[config.mk]
export PLATFORM = sky130hd
export DESIGN_NAME = stack_op_sequencer
export DESIGN_NICKNAME = d
export VERILOG_FILES = /design/src/rtl/stack_op_sequencer.sv
export SDC_FILE = /design/constraint.sdc
export NUM_CORES = 1
export LEC_CHECK = 0
export ABC_AREA = 1
export CAP_MARGIN = 20
export CORE_MARGIN = 1.5
export CORE_UTILIZATION = 40
export DETAILED_ROUTE_END_ITERATION = 10
export PLACE_DENSITY = 0.66
export SKIP_CTS_REPAIR_TIMING = 1
export SLEW_MARGIN = 20
export SYNTH_ARGS = -nofsm -noshare
export SYNTH_HDL_FRONTEND = slang
export SYNTH_SLANG_ARGS = --single-unit
[constraint.sdc]
create_clock -name clk -period 2 [get_ports clk]
set_input_delay 0.6 -clock clk [delete_from_list [all_inputs] [get_ports clk]]
set_output_delay 0.6 -clock clk [all_outputs]
set_load 0.03 [all_outputs]
[src/rtl/stack_op_sequencer.sv]
// -----------------------------------------------------------------------------
// stack_op_sequencer
//
// Initiator-side controller for the 8-bit hardware stack. It accepts one
// stack-machine instruction at a time over a valid/ready handshake and expands
// it into the push/pop/top-of-stack strobe sequence the stack expects. The ALU
// step is done here, and stack depth is tracked so that underflow, overflow and
// the reserved opcode are rejected before any strobe is issued.
//
// Optional feature macro: STACK_SEQ_FLAGS_EN
//   defined   : c_flag / z_flag are built and updated by ADD, SUB, AND, NOT.
//   undefined : c_flag / z_flag are tied to 0.
//
// Ports:
//   clk       in   rising-edge clock
//   rst       in   synchronous active-high reset (also resets the stack)
//   op_valid  in   instruction offered
//   op_ready  out  high only while IDLE and able to accept
//   opcode    in   000 PUSH, 001 POP, 010 ADD, 011 SUB, 100 AND, 101 NOT,
//                  110 DUP, 111 reserved
//   imm       in   PUSH operand
//   done      out  one-cycle completion pulse
//   err       out  qualifies done: instruction was rejected
//   result    out  last ALU result, PUSH immediate, or value removed by POP/DUP
//   depth     out  current stack entry count
//   s_push    out  stack push strobe
//   s_pop     out  stack pop strobe
//   s_tos     out  stack top-of-stack read strobe
//   s_din     out  stack push data
//   s_dout    in   stack read data (valid the cycle after s_pop / s_tos)
//   c_flag    out  carry / borrow flag
//   z_flag    out  zero flag
// -----------------------------------------------------------------------------
module stack_op_sequencer #(
  parameter int DEPTH      = 32,
  parameter int INIT_DEPTH = 2,
  parameter int DW         = 8
) (
  input  logic                         clk,
  input  logic                         rst,
  input  logic                         op_valid,
  output logic                         op_ready,
  input  logic [2:0]                   opcode,
  input  logic [DW-1:0]                imm,
  output logic                         done,
  output logic                         err,
  output logic [DW-1:0]                result,
  output logic [$clog2(DEPTH+1)-1:0]   depth,
  output logic                         s_push,
  output logic                         s_pop,
  output logic                         s_tos,
  output logic [DW-1:0]                s_din,
  input  logic [DW-1:0]                s_dout,
  output logic                         c_flag,
  output logic                         z_flag
);

  localparam int DPW = $clog2(DEPTH+1);
  localparam logic [DPW:0] DEPTH_W = (DPW+1)'(DEPTH);

  localparam logic [2:0] OP_PUSH = 3'b000;
  localparam logic [2:0] OP_POP  = 3'b001;
  localparam logic [2:0] OP_ADD  = 3'b010;
  localparam logic [2:0] OP_SUB  = 3'b011;
  localparam logic [2:0] OP_AND  = 3'b100;
  localparam logic [2:0] OP_NOT  = 3'b101;
  localparam logic [2:0] OP_DUP  = 3'b110;
  localparam logic [2:0] OP_RSV  = 3'b111;

  // CAP1 also carries the second pop of binary ops, so A is captured in the
  // same cycle that B is being requested.
  typedef enum logic [2:0] {
    S_IDLE,
    S_POP1,
    S_CAP1,
    S_CAP2,
    S_PUSH,
    S_DONE
  } state_t;

  state_t          state_q;
  logic [2:0]      op_q;
  logic [DW-1:0]   a_q;
  logic [DW-1:0]   alu_res;
  logic [DPW:0]    need_w;
  logic [DPW:0]    depth_w;
  logic            grow_w;
  logic            reject_w;
  logic            binary_q;

  // x is the value arriving on s_dout (A for unary ops, B for binary ops),
  // y is the captured A. POP and DUP just pass x through.
  function automatic logic [DW-1:0] alu_f(input logic [2:0] op,
                                          input logic [DW-1:0] x,
                                          input logic [DW-1:0] y);
    case (op)
      OP_ADD:  alu_f = x + y;
      OP_SUB:  alu_f = x - y;
      OP_AND:  alu_f = x & y;
      OP_NOT:  alu_f = ~x;
      default: alu_f = x;
    endcase
  endfunction

  assign alu_res  = alu_f(op_q, s_dout, a_q);
  assign binary_q = (op_q == OP_ADD) || (op_q == OP_SUB) || (op_q == OP_AND);

  // Operand count and whether the op grows the stack, checked at accept.
  always_comb begin
    need_w  = '0;
    grow_w  = 1'b0;
    depth_w = {1'b0, depth};
    case (opcode)
      OP_PUSH:        grow_w = 1'b1;
      OP_POP, OP_NOT: need_w = (DPW+1)'(1);
      OP_DUP: begin
        need_w = (DPW+1)'(1);
        grow_w = 1'b1;
      end
      default:        need_w = (DPW+1)'(2);
    endcase
    reject_w = (opcode == OP_RSV) || (depth_w < need_w) ||
               (grow_w && (depth_w >= DEPTH_W));
  end

  always_ff @(posedge clk) begin
    if (rst) begin
      state_q  <= S_IDLE;
      op_q     <= OP_PUSH;
      op_ready <= 1'b0;
      done     <= 1'b0;
      err      <= 1'b0;
      s_push   <= 1'b0;
      s_pop    <= 1'b0;
      s_tos    <= 1'b0;
      result   <= '0;
      s_din    <= '0;
      depth    <= DPW'(INIT_DEPTH);
    end else begin
      s_push <= 1'b0;
      s_pop  <= 1'b0;
      s_tos  <= 1'b0;
      done   <= 1'b0;
      err    <= 1'b0;
      depth  <= depth + DPW'(s_push) - DPW'(s_pop);
      case (state_q)
        // IDLE: accept and pre-check
        S_IDLE: begin
          op_ready <= 1'b1;
          if (op_valid && op_ready) begin
            op_ready <= 1'b0;
            op_q     <= opcode;
            if (reject_w) begin
              done    <= 1'b1;
              err     <= 1'b1;
              state_q <= S_DONE;
            end else if (opcode == OP_PUSH) begin
              s_push  <= 1'b1;
              s_din   <= imm;
              result  <= imm;
              state_q <= S_PUSH;
            end else if (opcode == OP_DUP) begin
              s_tos   <= 1'b1;
              state_q <= S_POP1;
            end else begin
              s_pop   <= 1'b1;
              state_q <= S_POP1;
            end
          end
        end
        // POP1: first strobe in flight; binary ops request B next
        S_POP1: begin
          s_pop   <= binary_q;
          state_q <= S_CAP1;
        end
        // CAP1: A is on s_dout
        S_CAP1: begin
          a_q <= s_dout;
          if (binary_q) begin
            state_q <= S_CAP2;
          end else if (op_q == OP_POP) begin
            result  <= alu_res;
            done    <= 1'b1;
            state_q <= S_DONE;
          end else begin
            result  <= alu_res;
            s_din   <= alu_res;
            s_push  <= 1'b1;
            state_q <= S_PUSH;
          end
        end
        // CAP2: B is on s_dout, binary result formed
        S_CAP2: begin
          result  <= alu_res;
          s_din   <= alu_res;
          s_push  <= 1'b1;
          state_q <= S_PUSH;
        end
        // PUSH: write-back strobe in flight
        S_PUSH: begin
          done    <= 1'b1;
          state_q <= S_DONE;
        end
        // DONE: completion pulse, ready returns next cycle
        default: begin
          op_ready <= 1'b1;
          state_q  <= S_IDLE;
        end
      endcase
    end
  end

`ifdef STACK_SEQ_FLAGS_EN
  logic c_q;
  logic z_q;
  logic flag_upd;

  // Flags are loaded together with the pushed result, so they are visible
  // from the PUSH cycle onward.
  assign flag_upd = (state_q == S_CAP2) ||
                    ((state_q == S_CAP1) && (op_q == OP_NOT));

  always_ff @(posedge clk) begin
    if (rst) begin
      c_q <= 1'b0;
      z_q <= 1'b0;
    end else if (flag_upd) begin
      z_q <= (alu_res == '0);
      // A wrapped sum is smaller than either addend; borrow is simply B < A.
      if (op_q == OP_ADD) c_q <= (alu_res < s_dout);
      if (op_q == OP_SUB) c_q <= (s_dout < a_q);
    end
  end

  assign c_flag = c_q;
  assign z_flag = z_q;
`else
  assign c_flag = 1'b0;
  assign z_flag = 1'b0;
`endif

endmodule

==> results_dict.tcl <==
set metrics [dict create \
    drcViolationCount 0 \
    yosysWarningCount 0 \
    r2r-end "s_din[7]$_SDFFE_PP0P_" \
    synth.cell_area_um2 2770 \
    htree_num_levels 2 \
    slew_violations 0 \
    synth_cell_type_count 39 \
    critical_path.max_stage_delay_ps 370 \
    holdWs_ps 469 \
    clk_pin_slew_worst_paths_ps 70 \
    min_period_over_period 1.18 \
    mostFrequentLayoutCell "nand2_1" \
    rsz0062_at_grt "yes" \
    grt_max_degree 18 \
    die_height_um 86.2 \
    power_frac_seq 0.279 \
    drt_wl_total_mm 7.77 \
    power.density_nw_per_um2 1130 \
    fmax_mhz 425 \
    dr_total_vias 2867 \
    grt_use_total 0.210 \
    overflow 0 \
    synth_mux_area_frac 0 \
    area_growth_pct 45.7 \
    antenna_found_initial 0 \
    clock-sinks 42 \
    leakage_nw 1.92 \
    syn_area_per_cell_um2 6.96 \
    synth_compound_area_frac 0.121 \
    worstSetupEndpointType "register" \
    startpoint_type "register" \
    p_comb_frac 0.595 \
    yosys.area_share.simple 0.325 \
    finalSetupViolCount 14 \
    yosysSeqAreaShare 0.333 \
    required_ps 2190 \
    drt_iter0_markers 139 \
    numCtsBuffers 5 \
    holdPathStages 2 \
    hold_violations 0 \
    synth_cells 398 \
    start_util 0.410 \
    synth.top_cells.by_area "dfxtp_1, nand2_1, edfxtp_1" \
    r2r_start "a_q[1]$_DFFE_PP_" \
    fin_area_um2 4040 \
    synthXorXnorAreaFrac 0.0190 \
    hold_path_class "register to register" \
    cts_buffer_depth 2 \
    worstSkewPairLatency_ps 300 \
    period_minus_slack_ps 2360 \
    first_pass_iters 4 \
    ioPinCount 52 \
    synth-seq-cells 42 \
    gp_congestion 0.850 \
    synth_async_sr_flop_share 0 \
    dieWidth_um 86.2 \
    wl_per_cell_um 13.4 \
    p_int_w 0.00247 \
    path_class "register to register" \
    drive_gt1_frac 0.276 \
    cts_root_buf "clkbuf_8" \
    p_total_w 0.00455 \
    cpMostUsedCell "nand2_2" \
    viasPerCell 4.94 \
    port_buffers 49 \
    max-cap-violations 0 \
    final_antenna_net_count 0 \
    cp_cell_sequence "inv_2, ha_4, buf_4, a31oi_4, xor2_1, ha_2, nand2_2, nand2_2, inv_2, nand2_2, a21oi_1, nand3_1, nand3_2, nand2_2, nand2_2, nand3_1, nand2_1, inv_1" \
    synth_top_family_by_area "simple AND/OR/NAND/NOR gates" \
    fin_skew_ps 13.6 \
    netSwitchingPower_w 0.00208 \
    die_area_um2 7430 \
    swShare 0.457 \
    crit_fanout 5 \
    worst-path-buf-inv 4 \
    violations "setup timing" \
    min_from "s_din[0]$_SDFFE_PP0P_" \
    fp.coreArea_um2 6760 \
    grt_pass1_vias 2766 \
    hold_path_end "s_din[0]$_SDFFE_PP0P_" \
    yosys.area.top_type_share 0.246 \
    synthAdderAreaFrac 0.100 \
    num-nets-final 542 \
    synth-edff-count 8 \
    outcome "complete, but fails checks" \
    place_hpwl_mm 5.84 \
    crit_family "simple AND/OR/NAND/NOR gates" \
    worstRegToRegCells 18 \
    critPathSlowestCell "edfxtp_1" \
    ir_worst_vdd_mv 0.742 \
    layout_common_cells "nand2_1, buf_4, inv_1" \
    synth_flop_cell "dfxtp_1" \
    diodes 0 \
    finalSetupTns_ps -3590 \
    grt_pass1_wl_mm 12.3 \
    critPathArrivalTime_ps 2550 \
    ff2ff_setup_slack_ps -360 \
    yosysTopAreaCell "dfxtp_1" \
    setup_ws_ps -355 \
    tritoncts "done" \
    rows 30 \
    clockPowerShare 0.126 \
    dpl_cell_area_um2 3680 \
]
tightest hold or removal path: stages (launching register included):
cell and delay (ps):
dfxtp_1 310, nand2_1 60, a21oi_1 50
synthesized netlist by cell type (3+ instances only):
cell type and count:
o22ai_1 3, nand3_2 4, nor3_1 6, inv_2 6, nand2_1 100, nand2_4 3, inv_1 52, dfxtp_1 34
xor2_1 5, nand3_1 23, clkbuf_1 3, edfxtp_1 8, o21ai_0 24, a21oi_1 22, nor2_1 44, ha_1 19
nand2_2 5, nand4_1 7
stage by stage:
step	setup WS, ps	utilization	std cells
global route	-547	0.597	580
floorplan	-149	-	399
detailed placement	-754	0.544	566
CTS	-460	0.558	574
finish	-355	0.597	580
global placement	-683	0.544	566
per-layer routing:
metal	global-route usage	up-vias	wire, um	part of all wire
met1	0.278	1319	3650	0.47
met3	0.0410	7	301	0.039
met2	0.354	58	3750	0.48
li1	-	1483	-	-
met4	0.0484	0	65	0.0084
met5	0	-	0	0
power groups by stage:
stage	clock network, W	registers, W	logic [W]
6_report	0.000573	0.00127	0.00270
5_1_grt	0.000617	0.00130	0.00298
4_1_cts	0.000591	0.00126	0.00248
3_5_place_dp	0	0.00128	0.00246
3_3_place_gp	0	0.00128	0.00242
2_1_floorplan	0	0.00161	0.00127
cell families (layout without fill, tap and decap cells):
logic type               count (synthesis)  after routing
AO/OA/AOI/OAI                           61             61
XOR/XNOR                                 6              6
adder cells (fa/ha/maj)                 21             21
buffers and inverters                   67            168
flip-flops                              42             42
other                                    1              2
AND/OR/NAND/NOR                        200            200
cell type report:
cell class | instances | area (um2)
fillers | 625 | 2720
multi-input cells | 290 | 1790
flip-flops and latches | 42 | 925
repair buffers | 101 | 902
inverters | 59 | 226
well taps | 80 | 100
clock buffers | 7 | 86.3
clock inverters | 1 | 5.00
how the worst max path moves through the flow:
stage                      from                      to  slack (ps)  cells past startpoint
5_1_grt        a_q[1]$_DFFE_PP_  result[7]$_SDFFE_PP0P_        -550                     18
6_report       a_q[1]$_DFFE_PP_   s_din[7]$_SDFFE_PP0P_        -360                     18
3_5_place_dp          s_dout[0]   s_din[1]$_SDFFE_PP0P_        -750                      9
3_3_place_gp          s_dout[0]   s_din[1]$_SDFFE_PP0P_        -680                      9
4_1_cts        a_q[0]$_DFFE_PP_  result[7]$_SDFFE_PP0P_        -460                     16
2_1_floorplan  a_q[0]$_DFFE_PP_   s_din[7]$_SDFFE_PP0P_        -150                     16
sequential cells by signal, indices dropped and copies added, names as in the netlist:
signal and flops:
done 1, err 1, s_tos 1, depth 6
op_ready 1, result 8, state_q 3, op_q 3
s_din 8, a_q 8, s_pop 1, s_push 1
(Power assumes the default switching activity.)
